File: config.mk
export PLATFORM = sky130hd
export DESIGN_NAME = nios_system_nios2_gen2_0_dct_sequencer
export DESIGN_NICKNAME = d
export VERILOG_FILES = /design/src/rtl/nios_system_dct_pkg.sv /design/src/rtl/nios_system_dct_out_slot.sv /design/src/rtl/nios_system_nios2_gen2_0_dct_sequencer.sv
export SDC_FILE = /design/constraint.sdc
export NUM_CORES = 1
export LEC_CHECK = 0
export BUFFER_PORTS_ARGS = -buffer_cell sky130_fd_sc_hd__buf_2
export CAP_MARGIN = 20
export CORE_MARGIN = 2
export CORE_UTILIZATION = 43
export DETAILED_ROUTE_END_ITERATION = 12
export GPL_TIMING_DRIVEN = 1
export HOLD_SLACK_MARGIN = 0.1
export PLACE_DENSITY = 0.7
export SETUP_SLACK_MARGIN = 0.5
export SLEW_MARGIN = 0
export SYNTH_ARGS = -nofsm -noshare
export SYNTH_HDL_FRONTEND = slang
export SYNTH_HIERARCHICAL = 1
export SYNTH_SLANG_ARGS = --single-unit
File: constraint.sdc
create_clock -name clk -period 3.55 [get_ports clk]
set_input_delay 0.71 -clock clk [delete_from_list [all_inputs] [get_ports clk]]
set_output_delay 0.71 -clock clk [all_outputs]
set_load 0.02 [all_outputs]
File: src/rtl/nios_system_dct_pkg.sv
// Shared definitions for the DCT trace sequencer: FSM states and default
// packing geometry.
package nios_system_dct_pkg;

  localparam int ITEM_W_DEF         = 10;
  localparam int ITEMS_PER_WORD_DEF = 3;

  // dct_count is exposed zero-extended to this width
  localparam int COUNT_W            = 4;
  // word_count carries 1..ITEMS_PER_WORD
  localparam int WORD_COUNT_W       = 2;

  typedef enum logic [1:0] {
    ST_IDLE  = 2'd0,
    ST_FILL  = 2'd1,
    ST_FLUSH = 2'd2,
    ST_DONE  = 2'd3
  } dct_state_e;

endpackage

File: src/rtl/nios_system_dct_out_slot.sv
// Single-entry output register: holds a packed word until the sink takes it.
// slot_free tells the producer a load this cycle will not overwrite a pending
// word (slot empty, or being drained at this edge).
module nios_system_dct_out_slot #(
  parameter int DATA_W = 30,
  parameter int CNT_W  = 2
) (
  input  logic              clk,
  input  logic              reset_n,
  input  logic              load,
  input  logic [DATA_W-1:0] load_data,
  input  logic [CNT_W-1:0]  load_count,
  input  logic              out_ready,
  output logic              out_valid,
  output logic [DATA_W-1:0] out_data,
  output logic [CNT_W-1:0]  out_count,
  output logic              slot_free
);

  logic              valid_q, valid_d;
  logic [DATA_W-1:0] data_q, data_d;
  logic [CNT_W-1:0]  count_q, count_d;

  assign slot_free = !valid_q || out_ready;

  // drain on handshake; a load in the same cycle takes precedence
  always_comb begin
    valid_d = valid_q;
    data_d  = data_q;
    count_d = count_q;
    if (valid_q && out_ready) begin
      valid_d = 1'b0;
    end
    if (load) begin
      valid_d = 1'b1;
      data_d  = load_data;
      count_d = load_count;
    end
  end

  // slot registers
  always_ff @(posedge clk or negedge reset_n) begin
    if (!reset_n) begin
      valid_q <= 1'b0;
      data_q  <= '0;
      count_q <= '0;
    end else begin
      valid_q <= valid_d;
      data_q  <= data_d;
      count_q <= count_d;
    end
  end

  assign out_valid = valid_q;
  assign out_data  = data_q;
  assign out_count = count_q;

endmodule

File: src/rtl/nios_system_nios2_gen2_0_dct_sequencer.sv
// DCT data-trace sequencer: packs trace items into words, hands full words to
// the output slot, and on flush drains the partial word before ending.
//
// state    | meaning
// ---------+-----------------------------------------------------------
// ST_IDLE  | capture off, buffer empty
// ST_FILL  | packing items; a full buffer waits here for the slot
// ST_FLUSH | no new items; partial word pushed out, slot drained
// ST_DONE  | test ended; sticky until reset
module nios_system_nios2_gen2_0_dct_sequencer
  import nios_system_dct_pkg::*;
#(
  parameter int ITEM_W         = ITEM_W_DEF,
  parameter int ITEMS_PER_WORD = ITEMS_PER_WORD_DEF
) (
  input  logic                               clk,
  input  logic                               reset_n,
  input  logic                               enable,
  input  logic                               item_valid,
  input  logic [ITEM_W-1:0]                  item_data,
  output logic                               item_ready,
  input  logic                               flush_req,
  output logic                               word_valid,
  input  logic                               word_ready,
  output logic [ITEM_W*ITEMS_PER_WORD-1:0]   word_data,
  output logic [WORD_COUNT_W-1:0]            word_count,
  output logic [ITEM_W*ITEMS_PER_WORD-1:0]   dct_buffer,
  output logic [COUNT_W-1:0]                 dct_count,
  output logic                               test_ending,
  output logic                               test_has_ended
);

  localparam int                 WORD_W   = ITEM_W * ITEMS_PER_WORD;
  localparam logic [COUNT_W-1:0] FULL_CNT = COUNT_W'(ITEMS_PER_WORD);

  dct_state_e              state_q, state_d;
  logic [WORD_W-1:0]       buf_q, buf_d, base_buf;
  logic [COUNT_W-1:0]      cnt_q, cnt_d, base_cnt;
  logic                    test_ending_q, test_ending_d;
  logic                    test_has_ended_q, test_has_ended_d;
  logic                    item_ready_c, accept;
  logic                    slot_load, slot_free, slot_valid;
  logic [WORD_W-1:0]       slot_data;
  logic [WORD_COUNT_W-1:0] slot_count;

  // next state, buffer packing and slot load decisions
  always_comb begin
    state_d      = state_q;
    buf_d        = buf_q;
    cnt_d        = cnt_q;
    base_buf     = buf_q;
    base_cnt     = cnt_q;
    slot_load    = 1'b0;
    slot_data    = buf_q;
    slot_count   = '0;
    item_ready_c = 1'b0;
    accept       = 1'b0;

    unique case (state_q)
      ST_IDLE: begin
        if (flush_req) begin
          state_d = ST_FLUSH;
        end else if (enable) begin
          state_d = ST_FILL;
        end
      end

      ST_FILL: begin
        // a held full word moves out as soon as the slot frees, which also
        // reopens the buffer for an item in the same cycle
        if (cnt_q == FULL_CNT && slot_free) begin
          slot_load  = 1'b1;
          slot_data  = buf_q;
          slot_count = WORD_COUNT_W'(FULL_CNT);
          base_buf   = '0;
          base_cnt   = '0;
        end
        item_ready_c = enable && (base_cnt < FULL_CNT);
        accept       = item_valid && item_ready_c;
        buf_d        = base_buf;
        cnt_d        = base_cnt;
        if (accept) begin
          for (int k = 0; k < ITEMS_PER_WORD; k++) begin
            if (base_cnt == COUNT_W'(k)) begin
              buf_d[ITEM_W*k +: ITEM_W] = item_data;
            end
          end
          cnt_d = base_cnt + 1'b1;
          // completing item bypasses the hold when the slot can take it now
          if (cnt_d == FULL_CNT && slot_free && !slot_load) begin
            slot_load  = 1'b1;
            slot_data  = buf_d;
            slot_count = WORD_COUNT_W'(FULL_CNT);
            buf_d      = '0;
            cnt_d      = '0;
          end
        end
        if (flush_req) begin
          state_d = ST_FLUSH;
        end else if (!enable && cnt_q == '0) begin
          state_d = ST_IDLE;
        end
      end

      ST_FLUSH: begin
        if (cnt_q != '0 && slot_free) begin
          slot_load  = 1'b1;
          slot_data  = buf_q;
          slot_count = WORD_COUNT_W'(cnt_q);
          buf_d      = '0;
          cnt_d      = '0;
        end
        if (cnt_q == '0 && !slot_valid) begin
          state_d = ST_DONE;
        end
      end

      ST_DONE: begin
        state_d = ST_DONE;
      end

      default: begin
        state_d = ST_IDLE;
      end
    endcase

    test_ending_d    = (state_d == ST_FLUSH);
    test_has_ended_d = test_has_ended_q || (state_d == ST_DONE);
  end

  // state and packing registers
  always_ff @(posedge clk or negedge reset_n) begin
    if (!reset_n) begin
      state_q          <= ST_IDLE;
      buf_q            <= '0;
      cnt_q            <= '0;
      test_ending_q    <= 1'b0;
      test_has_ended_q <= 1'b0;
    end else begin
      state_q          <= state_d;
      buf_q            <= buf_d;
      cnt_q            <= cnt_d;
      test_ending_q    <= test_ending_d;
      test_has_ended_q <= test_has_ended_d;
    end
  end

  nios_system_dct_out_slot #(
    .DATA_W (WORD_W),
    .CNT_W  (WORD_COUNT_W)
  ) u_out_slot (
    .clk        (clk),
    .reset_n    (reset_n),
    .load       (slot_load),
    .load_data  (slot_data),
    .load_count (slot_count),
    .out_ready  (word_ready),
    .out_valid  (slot_valid),
    .out_data   (word_data),
    .out_count  (word_count),
    .slot_free  (slot_free)
  );

  assign item_ready     = item_ready_c;
  assign word_valid     = slot_valid;
  assign dct_buffer     = buf_q;
  assign dct_count      = cnt_q;
  assign test_ending    = test_ending_q;
  assign test_has_ended = test_has_ended_q;

endmodule

==> flow_metrics.env, run 1 <==
export IMPL_worst_slew_pin_slew_ns=1.05
export IMPL_critPathLaunchType="flip-flop"
export IMPL_drt_iter0_drc=139
export IMPL_ctsHtreeMaxLevel=3
export IMPL_dr_pass1_iters=4
export IMPL_io_pins=86
export IMPL_drc_errors=0
export IMPL_die_w_um=97.9
export IMPL_synth_edf_count=0
export IMPL_gp_congestion=0.903
export IMPL_synthArstFlopShare_pct=100
export IMPL_fin_crit_sh_pct=81.5
export IMPL_coreArea_mm2=0.00864
export IMPL_synth_nets=312
export IMPL_post_cts_buffers=0
export IMPL_clock_latency_ns=0.35
export IMPL_cts_buffers=9
export IMPL_relSlewSlack_pct=30.1
export IMPL_num_rows=34
export IMPL_grt_pass1_vias=2780
export IMPL_end_kind="flip-flop"
export IMPL_cap_violations=0
export IMPL_yosys_cell_types_count=44
export IMPL_max_freq_ghz=0.346
export IMPL_drive_above_1_share_pct=47.1
export IMPL_cts_hold_buf=0
export IMPL_avgSynthCellArea_um2=13.2
export IMPL_die_area_mm2=0.00957
export IMPL_peakVddDrop_mv=0.138
export IMPL_syn_cell_area_mm2=0.00379
export IMPL_antenna_cells=0
export IMPL_setup_violations=0
export IMPL_initial_utilization_pct=43.9
export IMPL_finalCriticalPeriod_ns=2.89
export IMPL_clock_skew_ns=0.0121
export IMPL_port_buffers=85
export IMPL_rsz0062_at_grt="no"
export IMPL_synthCells=288
export IMPL_design_area_mm2=0.00451
export IMPL_drv_slew=0
export IMPL_viasPerCell=5.53
export IMPL_numClockSinks=71
export IMPL_grt_max_degree=38
export IMPL_wl_um=9000
export IMPL_path_class="reg -> reg"
export IMPL_tns_ns=0
export IMPL_ys_seq_elements=71
export IMPL_antenna_left=0
export IMPL_die_h_um=97.9
export IMPL_root_buffer="clkbuf_8"
export IMPL_outcome="completed"
export IMPL_synth_flop_cell="dfrtp_1"
export IMPL_p_leak_nw=2.52
export IMPL_post_dp_cell_area_mm2=0.00433
export IMPL_grtUsageTotal_pct=19.2
export IMPL_area_growth_pct=19.0
export IMPL_whs_ns=0.483
export IMPL_yosys_warnings=6
export IMPL_antenna_found_initial=0
export IMPL_nFillCells=777
export IMPL_vias=2709
export IMPL_clkSlewWorstSetupHoldPaths_ns=0.07
export IMPL_min_path_type="in -> async"
export IMPL_grt_remaining_overflow=0
export IMPL_grt_pass1_wl_um=14600
export IMPL_crit_required_ns=3.77
export IMPL_reg2reg_depth=7
export IMPL_dp_slack_ns=0.322
export IMPL_clockBufferDepth=2
export IMPL_cp_max_fo=12
export IMPL_finalHoldViolCount=0
export IMPL_seq_area_frac_synth_pct=46.9
export IMPL_place_hpwl_um=6330
export IMPL_setup_ws_ns=0.658
export IMPL_crit_arrival_ns=3.12
export IMPL_wire_per_inst_um=18.4
export IMPL_fin_nets=401
export IMPL_cts_tree="done"
export IMPL_powerDensity_mw_per_mm2=321
==> cell families after synthesis <==
family	count (synthesis)	synth area share, %
flops	71	46.9
buf+inv	23	4.03
fa+ha+maj	8	2.64
compound gates	65	14.7
simple gates	58	9.18
mux	62	22.3
xor+xnor	1	0.231
==> worst max-delay path: stages, from the launching register on <==
cell and delay (ns):
dfrtp_1 0.52, inv_1 0.19, ha_1 0.27, nand2_1 0.16
or4b_1 0.57, or2_2 0.48, mux2_4 0.34, mux2_4 0.26
==> layout by cell type (no fill, tap or decap), drive strengths merged <==
cell type and instances:
clkbuf 10, nor2 7, a2111oi 1, o21a 1, o211a 1, a211o 3, a221o 20, nand3 2
and3 12, nor4b 3, a22oi 1, a31oi 1, a311oi 2, ha 8, a41o 1, or4b 2
mux2 62, a22o 11, a21boi 3, nand2 9, a21o 12, and2 12, buf 94, nor4 1
o22ai 1, nand4b 2, clkinvlp 3, nor2b 2, dfrtp 71, o21ai 4, inv 8, clkinv 2
nand3b 1, nand2b 3, a32o 1, a21oi 1, xnor2 1, a211oi 1, or2 2
==> synthesized netlist by cell type, types with 4 or more instances <==
| cell | n | area share, % |
|---|---|---|
| inv_1 | 7 | 0.69 |
| a21o_1 | 12 | 2.4 |
| dfrtp_1 | 71 | 47 |
| clkbuf_1 | 9 | 0.89 |
| o21ai_0 | 4 | 0.53 |
| and2_1 | 12 | 2.0 |
| and3_1 | 12 | 2.0 |
| ha_1 | 8 | 2.6 |
| nand2_1 | 9 | 0.89 |
| nor2_1 | 7 | 0.69 |
| mux2_2 | 23 | 6.8 |
| a22o_1 | 11 | 2.5 |
| a221o_1 | 20 | 5.3 |
| mux2_4 | 39 | 15 |
==> area by class of cell <==
class	count	area, um2	area share (%)
clock buffer	10	138	3.05
timing repair buffer	94	505	11.2
tap	108	135	3.00
multi-input combinational	194	1880	41.7
inverter	7	26.3	0.583
clock inverter	6	45.0	0.999
sequential	71	1780	39.4
==> sequential cells by signal, indices dropped and copies added (netlist names) <==
register	cells
dct_buffer	30
u_out_slot/out_data	30
dct_count	4
state_q	2
u_out_slot/out_count	2
test_ending	1
test_has_ended	1
u_out_slot/out_valid	1
==> repair_timing <==
item / CTS / global route
setup endpoints to repair: 0 / 10
endpoints found under the hold margin: 0 / 0
resized for setup: 0 / 1
==> through the flow <==
step | utilization [%] | power [mW] | std cells
after global routing | 52.2 | 1.50 | 490
after CTS | 52.2 | 1.46 | 490
after detailed placement | 50.1 | 0.867 | 474
after floorplan | - | 0.826 | 288
after global placement | 50.1 | 0.866 | 474
final | 52.2 | 1.45 | 490
==> final timing paths <==
path	startpoint	to	slack [ns]
max reg2reg	dct_count[0]	u_out_slot/out_data[10]	0.66
min	reset_n	test_has_ended	0.48
min in group clk	test_has_ended	test_has_ended	0.49
max	dct_count[0]	u_out_slot/out_data[10]	0.66
max in group asynchronous	reset_n	dct_count[0]	2.39
min reg2reg	test_has_ended	test_has_ended	0.49
==> power breakdown <==
part | total [mW] | switching, mW | leakage (nW) | internal [mW]
registers | 0.808 | 0 | 0.977 | 0.808
clock network | 0.598 | 0.323 | 0.0849 | 0.275
logic | 0.0410 | 0.0313 | 1.46 | 0.00971
total | 1.45 | 0.355 | 2.52 | 1.09
==> layer usage <==
metal / vias up / GRT usage [%] / wire length, um
li1: 1267 / - / -
met1: 1365 / 26.3 / 4250
met2: 72 / 30.8 / 4190
met3: 5 / 3.65 / 468
met4: 0 / 6.20 / 95
met5: - / 0 / 0
Note: power is estimated with default switching activity, not from simulation.
==> inputs of run 2 (changes only) <==
- ABC_AREA: default -> 1
- PLACE_DENSITY: 0.7 -> 0.71
- clock period: 3.55 -> 2.62 ns (I/O delays scaled with it)
==> run 2 against run 1 <==
- highest routed layer unchanged
- critical path type is now reg -> out
- routed wire length grew 49%
- setup slack worse by 0.096 ns
- clock skew shrank 0.0019 ns
==> flow_metrics.env, run 2 <==
export IMPL_outcome="completed"
export IMPL_yosys_warnings=6
export IMPL_synth_area_leaders="dfrtp_1 (39%), nand2_1 (30%), a21oi_1 (6.2%)"
export IMPL_antenna_found_initial=0
export IMPL_cap_violations=0
export IMPL_setup_violations=0
export IMPL_yosys_cell_types_count=30
export IMPL_viasPerCell=5.18
export IMPL_internal_power_mw=3.44
export IMPL_seq_area_frac_synth_pct=39.2
export IMPL_cp_max_fo=4
export IMPL_cts_tree="done"
export IMPL_clkSlewWorstSetupHoldPaths_ns=0.08
export IMPL_grtUsageTotal_pct=23.4
export IMPL_swShare_pct=48.2
export IMPL_drt_iter0_drc=392
export IMPL_relSlewSlack_pct=42.9
export IMPL_finalCriticalPeriod_ns=2.06
export IMPL_synthCells=691
export IMPL_wl_um=13400
export IMPL_grt_max_degree=40
export IMPL_final_common_cell="nand2_1"
export IMPL_ys_top_cells_by_count="nand2_1 (357), dfrtp_1 (71), a21oi_1 (56)"
export IMPL_min_path_type="in -> async"
export IMPL_yosysMostFrequentCell="nand2_1"
export IMPL_wire_per_inst_um=14.5
export IMPL_gp_congestion=0.836
export IMPL_p_sw_mw=3.20
export IMPL_die_w_um=107
export IMPL_reg2reg_depth=14
export IMPL_design_area_mm2=0.00559
export IMPL_synthArstFlopShare_pct=100
export IMPL_reg2reg_to="u_out_slot/out_data[26]"
export IMPL_clkPwrFrac_pct=17.3
export IMPL_antenna_left=0
export IMPL_rsz0062_at_grt="no"
export IMPL_powerDensity_mw_per_mm2=1190
export IMPL_grt_pass1_vias=4445
export IMPL_power_frac_seq_pct=25.5
export IMPL_nFillCells=1029
export IMPL_avgSynthCellArea_um2=6.56
export IMPL_synth_top_cell_area_share_pct=39.2
export IMPL_coreArea_mm2=0.0103
export IMPL_synth_flop_cell="dfrtp_1"
export IMPL_end_kind="output pin"
export IMPL_io_pins=86
export IMPL_crit_required_ns=2.10
export IMPL_worst_slew_pin_slew_ns=0.857
export IMPL_grt_remaining_overflow=0
export IMPL_die_area_mm2=0.0114
export IMPL_drv_slew=0
export IMPL_initial_utilization_pct=44.1
export IMPL_num_rows=37
export IMPL_reg2reg_setup_slack_ns=0.59
export IMPL_clock_skew_ns=0.0102
export IMPL_cts_hold_buf=0
export IMPL_synth_nets=715
export IMPL_finalHoldViolCount=0
export IMPL_clockBufferDepth=2
export IMPL_numClockSinks=71
export IMPL_drive_above_1_share_pct=21.7
export IMPL_ys_seq_elements=71
export IMPL_place_hpwl_um=8690
export IMPL_r2r_start="dct_count[1]"
export IMPL_slowest_delay_ns=0.39
export IMPL_crit_chain="buf_6 -> ha_4 -> nand2_4 -> nand4_4 -> nand2_4 -> nor3_2 -> buf_4"
export IMPL_tns_ns=0
export IMPL_cts_buffers=9
export IMPL_post_synth_top_area_cell="dfrtp_1"
export IMPL_crit_family="flip-flops"
export IMPL_fin_nets=807
export IMPL_clock_latency_ns=0.34
export IMPL_crit_top_cell="nand2_4"
export IMPL_syn_cell_area_mm2=0.00453
export IMPL_peakVddDrop_mv=0.732
export IMPL_crit_slowest_cell="dfrtp_1"
export IMPL_root_buffer="clkbuf_8"
export IMPL_fin_crit_sh_pct=78.5
export IMPL_die_h_um=107
export IMPL_grt_pass1_wl_um=21400
export IMPL_vias=4786
export IMPL_synth_edf_count=0
export IMPL_max_freq_ghz=0.486
export IMPL_post_dp_cell_area_mm2=0.00502
export IMPL_p_leak_nw=3.16
export IMPL_critPathLaunchType="flip-flop"
export IMPL_area_growth_pct=23.4
export IMPL_port_buffers=85
export IMPL_antenna_cells=0
export IMPL_startpoint="dct_count[1]"
export IMPL_ctsHtreeMaxLevel=3
export IMPL_final_cell_mix="nand2_1 (353), buf_2 (84), dfrtp_1 (70)"
export IMPL_path_class="reg -> out"
export IMPL_crit_arrival_ns=1.53
export IMPL_dr_pass1_iters=5
export IMPL_path_buf_inv=2
export IMPL_drc_errors=0
export IMPL_combinationalPowerShare_pct=57.2
run 2: cell count changes after synthesis, moves of 12 or more:
| cell | before | now |
|---|---|---|
| nand2_1 | 9 | 357 |
| a21oi_1 | 1 | 56 |
| mux2_4 | 39 | 0 |
| inv_1 | 7 | 43 |
| nor2_1 | 7 | 37 |
| mux2_2 | 23 | 0 |
| a221o_1 | 20 | 0 |
| o21ai_0 | 4 | 23 |
| nand2_2 | 0 | 14 |
| nand3_1 | 2 | 16 |
| and2_1 | 12 | 0 |
| buf_2 | 1 | 13 |
run 2: metal layers:
layer | GRT usage (%) | share of wire, % | vias up
met3 | 3.40 | 7.2 | 21
li1 | - | - | 2332
met4 | 9.37 | 2.0 | 0
met2 | 38.7 | 48 | 217
met5 | 0 | 0 | -
met1 | 30.7 | 43 | 2216
run 2: what timing repair did:
item,in CTS,in global routing
pin swaps,3,2
gates resized for setup,15,20
cloned,1,1
setup buffers,9,7
setup endpoints to repair,66,50
run 2: stage by stage:
| step | instances | util, % | total power [mW] | hold slack [ns] | worst slack (ns) |
|---|---|---|---|---|---|
| floorplan | 691 | - | 4.16 | 0.228 | 0.588 |
| global placement | 890 | 48.8 | 4.88 | 0.445 | 0.314 |
| detailed placement | 890 | 48.8 | 4.99 | 0.451 | 0.261 |
| CTS | 916 | 52.8 | 6.38 | 0.293 | 0.506 |
| global route | 924 | 54.4 | 7.13 | 0.328 | 0.481 |
| finish | 924 | 54.4 | 6.64 | 0.267 | 0.562 |
run 2: worst max-delay path by stage:
| stage | to | depth (start not counted) | slack (ns) |
|---|---|---|---|
| after floorplan | item_ready | 5 | 0.59 |
| after CTS | item_ready | 5 | 0.51 |
| final | item_ready | 7 | 0.56 |
| after global routing | u_out_slot/out_data[26] | 14 | 0.48 |
| after detailed placement | dct_buffer[21] | 10 | 0.26 |
| after global placement | u_out_slot/out_data[0] | 14 | 0.31 |
run 2: kinds of logic (layout without fill, tap and decap cells):
kind of cell	Yosys count	count (layout)	share of synthesized area (%)
AND/OR/NAND/NOR	436	436	38.6
adder cells (fa/ha/maj)	8	8	2.21
buffers and inverters	84	181	9.72
flip-flops	71	71	39.2
AO/OA/AOI/OAI	92	92	10.3
run 2: power by group through the flow:
stage | sequential (mW) | combinational (mW) | clock (mW)
CTS | 1.69 | 3.52 | 1.17
detailed placement | 1.71 | 3.28 | 0
global route | 1.74 | 4.18 | 1.21
global placement | 1.69 | 3.19 | 0
finish | 1.70 | 3.80 | 1.15
floorplan | 2.03 | 2.13 | 0
run 2: final cells by class:
type / instances / area, um2 / area share (%)
multi-input cells: 536 / 2390 / 42.8
flip-flops and latches: 71 / 1780 / 31.8
repair buffers: 119 / 788 / 14.1
inverters: 45 / 193 / 3.45
well taps: 136 / 170 / 3.04
clock buffers: 12 / 165 / 2.95
clock inverters: 4 / 98.8 / 1.77
repair inverters: 1 / 7.51 / 0.134
==> inputs of run 3 (changes only) <==
- ABC_AREA: 1 -> 0
- PLACE_DENSITY: 0.71 -> 0.72
- clock period: 2.62 -> 1.8 ns (I/O delays scaled with it)
==> run 3 against run 2 <==
- the run now ends with negative setup slack left
- critical path type is now reg -> reg
- via count fell by 27%
- hold slack improved by 0.083 ns
- clock skew rose by 0.0015 ns
- critical endpoint is now u_out_slot/out_data[18]
==> flow_metrics.env, run 3 (synthesis gave the netlist of run 1 again) <==
export IMPL_outcome="finished, violations left"
export IMPL_violations="negative setup slack"
export IMPL_reg2reg_setup_slack_ns=-0.73
export IMPL_end_kind="flip-flop"
export IMPL_peakVddDrop_mv=0.326
export IMPL_worst_slew_pin_slew_ns=0.468
export IMPL_viasPerCell=5.84
export IMPL_gp_congestion=0.884
export IMPL_fin_nets=513
export IMPL_antenna_found_initial=0
export IMPL_clkSlewWorstSetupHoldPaths_ns=0.08
export IMPL_grt_pass1_wl_um=17900
export IMPL_crit_arrival_ns=2.76
export IMPL_finalHoldViolCount=0
export IMPL_die_w_um=97.9
export IMPL_use_met3_pct=4.29
export IMPL_drc_errors=0
export IMPL_coreArea_mm2=0.00864
export IMPL_combinationalPowerShare_pct=3.4
export IMPL_port_buffers=85
export IMPL_drt_iter0_drc=278
export IMPL_final_common_cell="buf_4"
export IMPL_dr_pass1_iters=5
export IMPL_whs_ns=0.350
export IMPL_clock_skew_ns=0.0117
export IMPL_powerDensity_mw_per_mm2=466
export IMPL_grt_max_degree=72
export IMPL_cts_buffers=9
export IMPL_root_buffer="clkbuf_8"
export IMPL_grt_remaining_overflow=0
export IMPL_die_area_mm2=0.00957
export IMPL_crit_chain="ha_4 -> a211o_1 -> or4b_4 -> or2_4 -> buf_12 -> mux2_4 -> mux2_4"
export IMPL_met1_usage_pct=31.6
export IMPL_crit_required_ns=2.03
export IMPL_vias=3508
export IMPL_crit_slowest_cell="or4b_4"
export IMPL_min_path_type="in -> reg"
export IMPL_utilization_pct=70.8
export IMPL_setup_ws_ns=-0.732
export IMPL_path_class="reg -> reg"
export IMPL_initial_utilization_pct=43.9
export IMPL_relSlewSlack_pct=68.8
export IMPL_cts_tree="done"
export IMPL_path_buf_inv=1
export IMPL_max_freq_ghz=0.395
export IMPL_swShare_pct=24.7
export IMPL_grt_busiest_layer="met2"
export IMPL_grtUsageTotal_pct=23.8
export IMPL_numClockSinks=71
export IMPL_rsz0062_at_grt="yes"
export IMPL_critPathLaunchType="flip-flop"
export IMPL_cp_max_fo=10
export IMPL_crit_top_cell="mux2_4"
export IMPL_area_growth_pct=61.5
export IMPL_p_leak_nw=3.22
export IMPL_grt_pass1_vias=3225
export IMPL_use_met2_pct=39.0
export IMPL_clockBufferDepth=2
export IMPL_drive_above_1_share_pct=68.2
export IMPL_place_hpwl_um=6770
export IMPL_fin_cells=601
export IMPL_dp_slack_ns=-0.684
export IMPL_fin_crit_sh_pct=141
export IMPL_post_place_cells=513
export IMPL_tns_ns=-34.67
export IMPL_internal_power_mw=2.14
export IMPL_wl_um=13300
export IMPL_cap_violations=0
export IMPL_io_pins=86
export IMPL_power_frac_seq_pct=55.9
export IMPL_clock_latency_ns=0.35
export IMPL_die_h_um=97.9
export IMPL_antenna_cells=0
export IMPL_setup_violations=69
export IMPL_slowest_delay_ns=0.52
export IMPL_clkPwrFrac_pct=40.6
export IMPL_p_sw_mw=0.705
export IMPL_final_cell_mix="buf_4 (73), dfrtp_1 (67), buf_2 (65)"
export IMPL_drv_slew=0
export IMPL_crit_family="simple AND/OR/NAND/NOR gates"
export IMPL_finalCriticalPeriod_ns=2.53
export IMPL_wire_per_inst_um=22.1
export IMPL_ctsHtreeMaxLevel=3
export IMPL_antenna_left=0
export IMPL_num_rows=34
==> run 3: layout make-up <==
type,count,area (um2)
clock inverter,4,22.5
inverter,7,36.3
multi-input combinational,195,2250
timing repair buffer,205,1750
fill,554,2520
sequential,71,1780
tap,108,135
clock buffer,11,141
==> run 3: stage by stage <==
stage	area, um2	power, mW
CTS	5680	2.84
global route	6120	2.94
finish	6120	2.85
floorplan	3890	1.63
global placement	4710	1.71
detailed placement	4710	1.72
==> run 3: per-layer routing <==
metal | share of wire (%) | vias to the layer above
met5 | 0 | -
met4 | 3.1 | 0
met3 | 6.3 | 41
met2 | 49 | 194
met1 | 42 | 1774
li1 | - | 1499
==> run 3: power by group through the flow <==
stage	Clock, mW	Combinational [mW]	Sequential (mW)
finish	1.16	0.0977	1.59
global route	1.24	0.107	1.59
CTS	1.15	0.0968	1.59
detailed placement	0	0.0903	1.63
global placement	0	0.0885	1.63
floorplan	0	0.00483	1.63
==> run 3: path summary, 6_finish.rpt <==
path | startpoint | end | cells past startpoint
worst max-delay path | dct_count[0] | u_out_slot/out_data[18] | 7
worst min-delay path | item_data[5] | dct_buffer[15] | 2
worst max register to register | dct_count[0] | u_out_slot/out_data[18] | 7
worst min register to register | test_has_ended | test_has_ended | 1
max in group asynchronous | reset_n | dct_count[0] | 3
min in group asynchronous | reset_n | test_ending | 3
==> run 3: repair_timing <==
action,CTS,global route
hold endpoints to repair,71,0
hold buffers,1,0
endpoints found under the setup margin,96,94
setup buffers,44,19
resized for setup,90,67
pin swaps,24,16
gates cloned,5,4
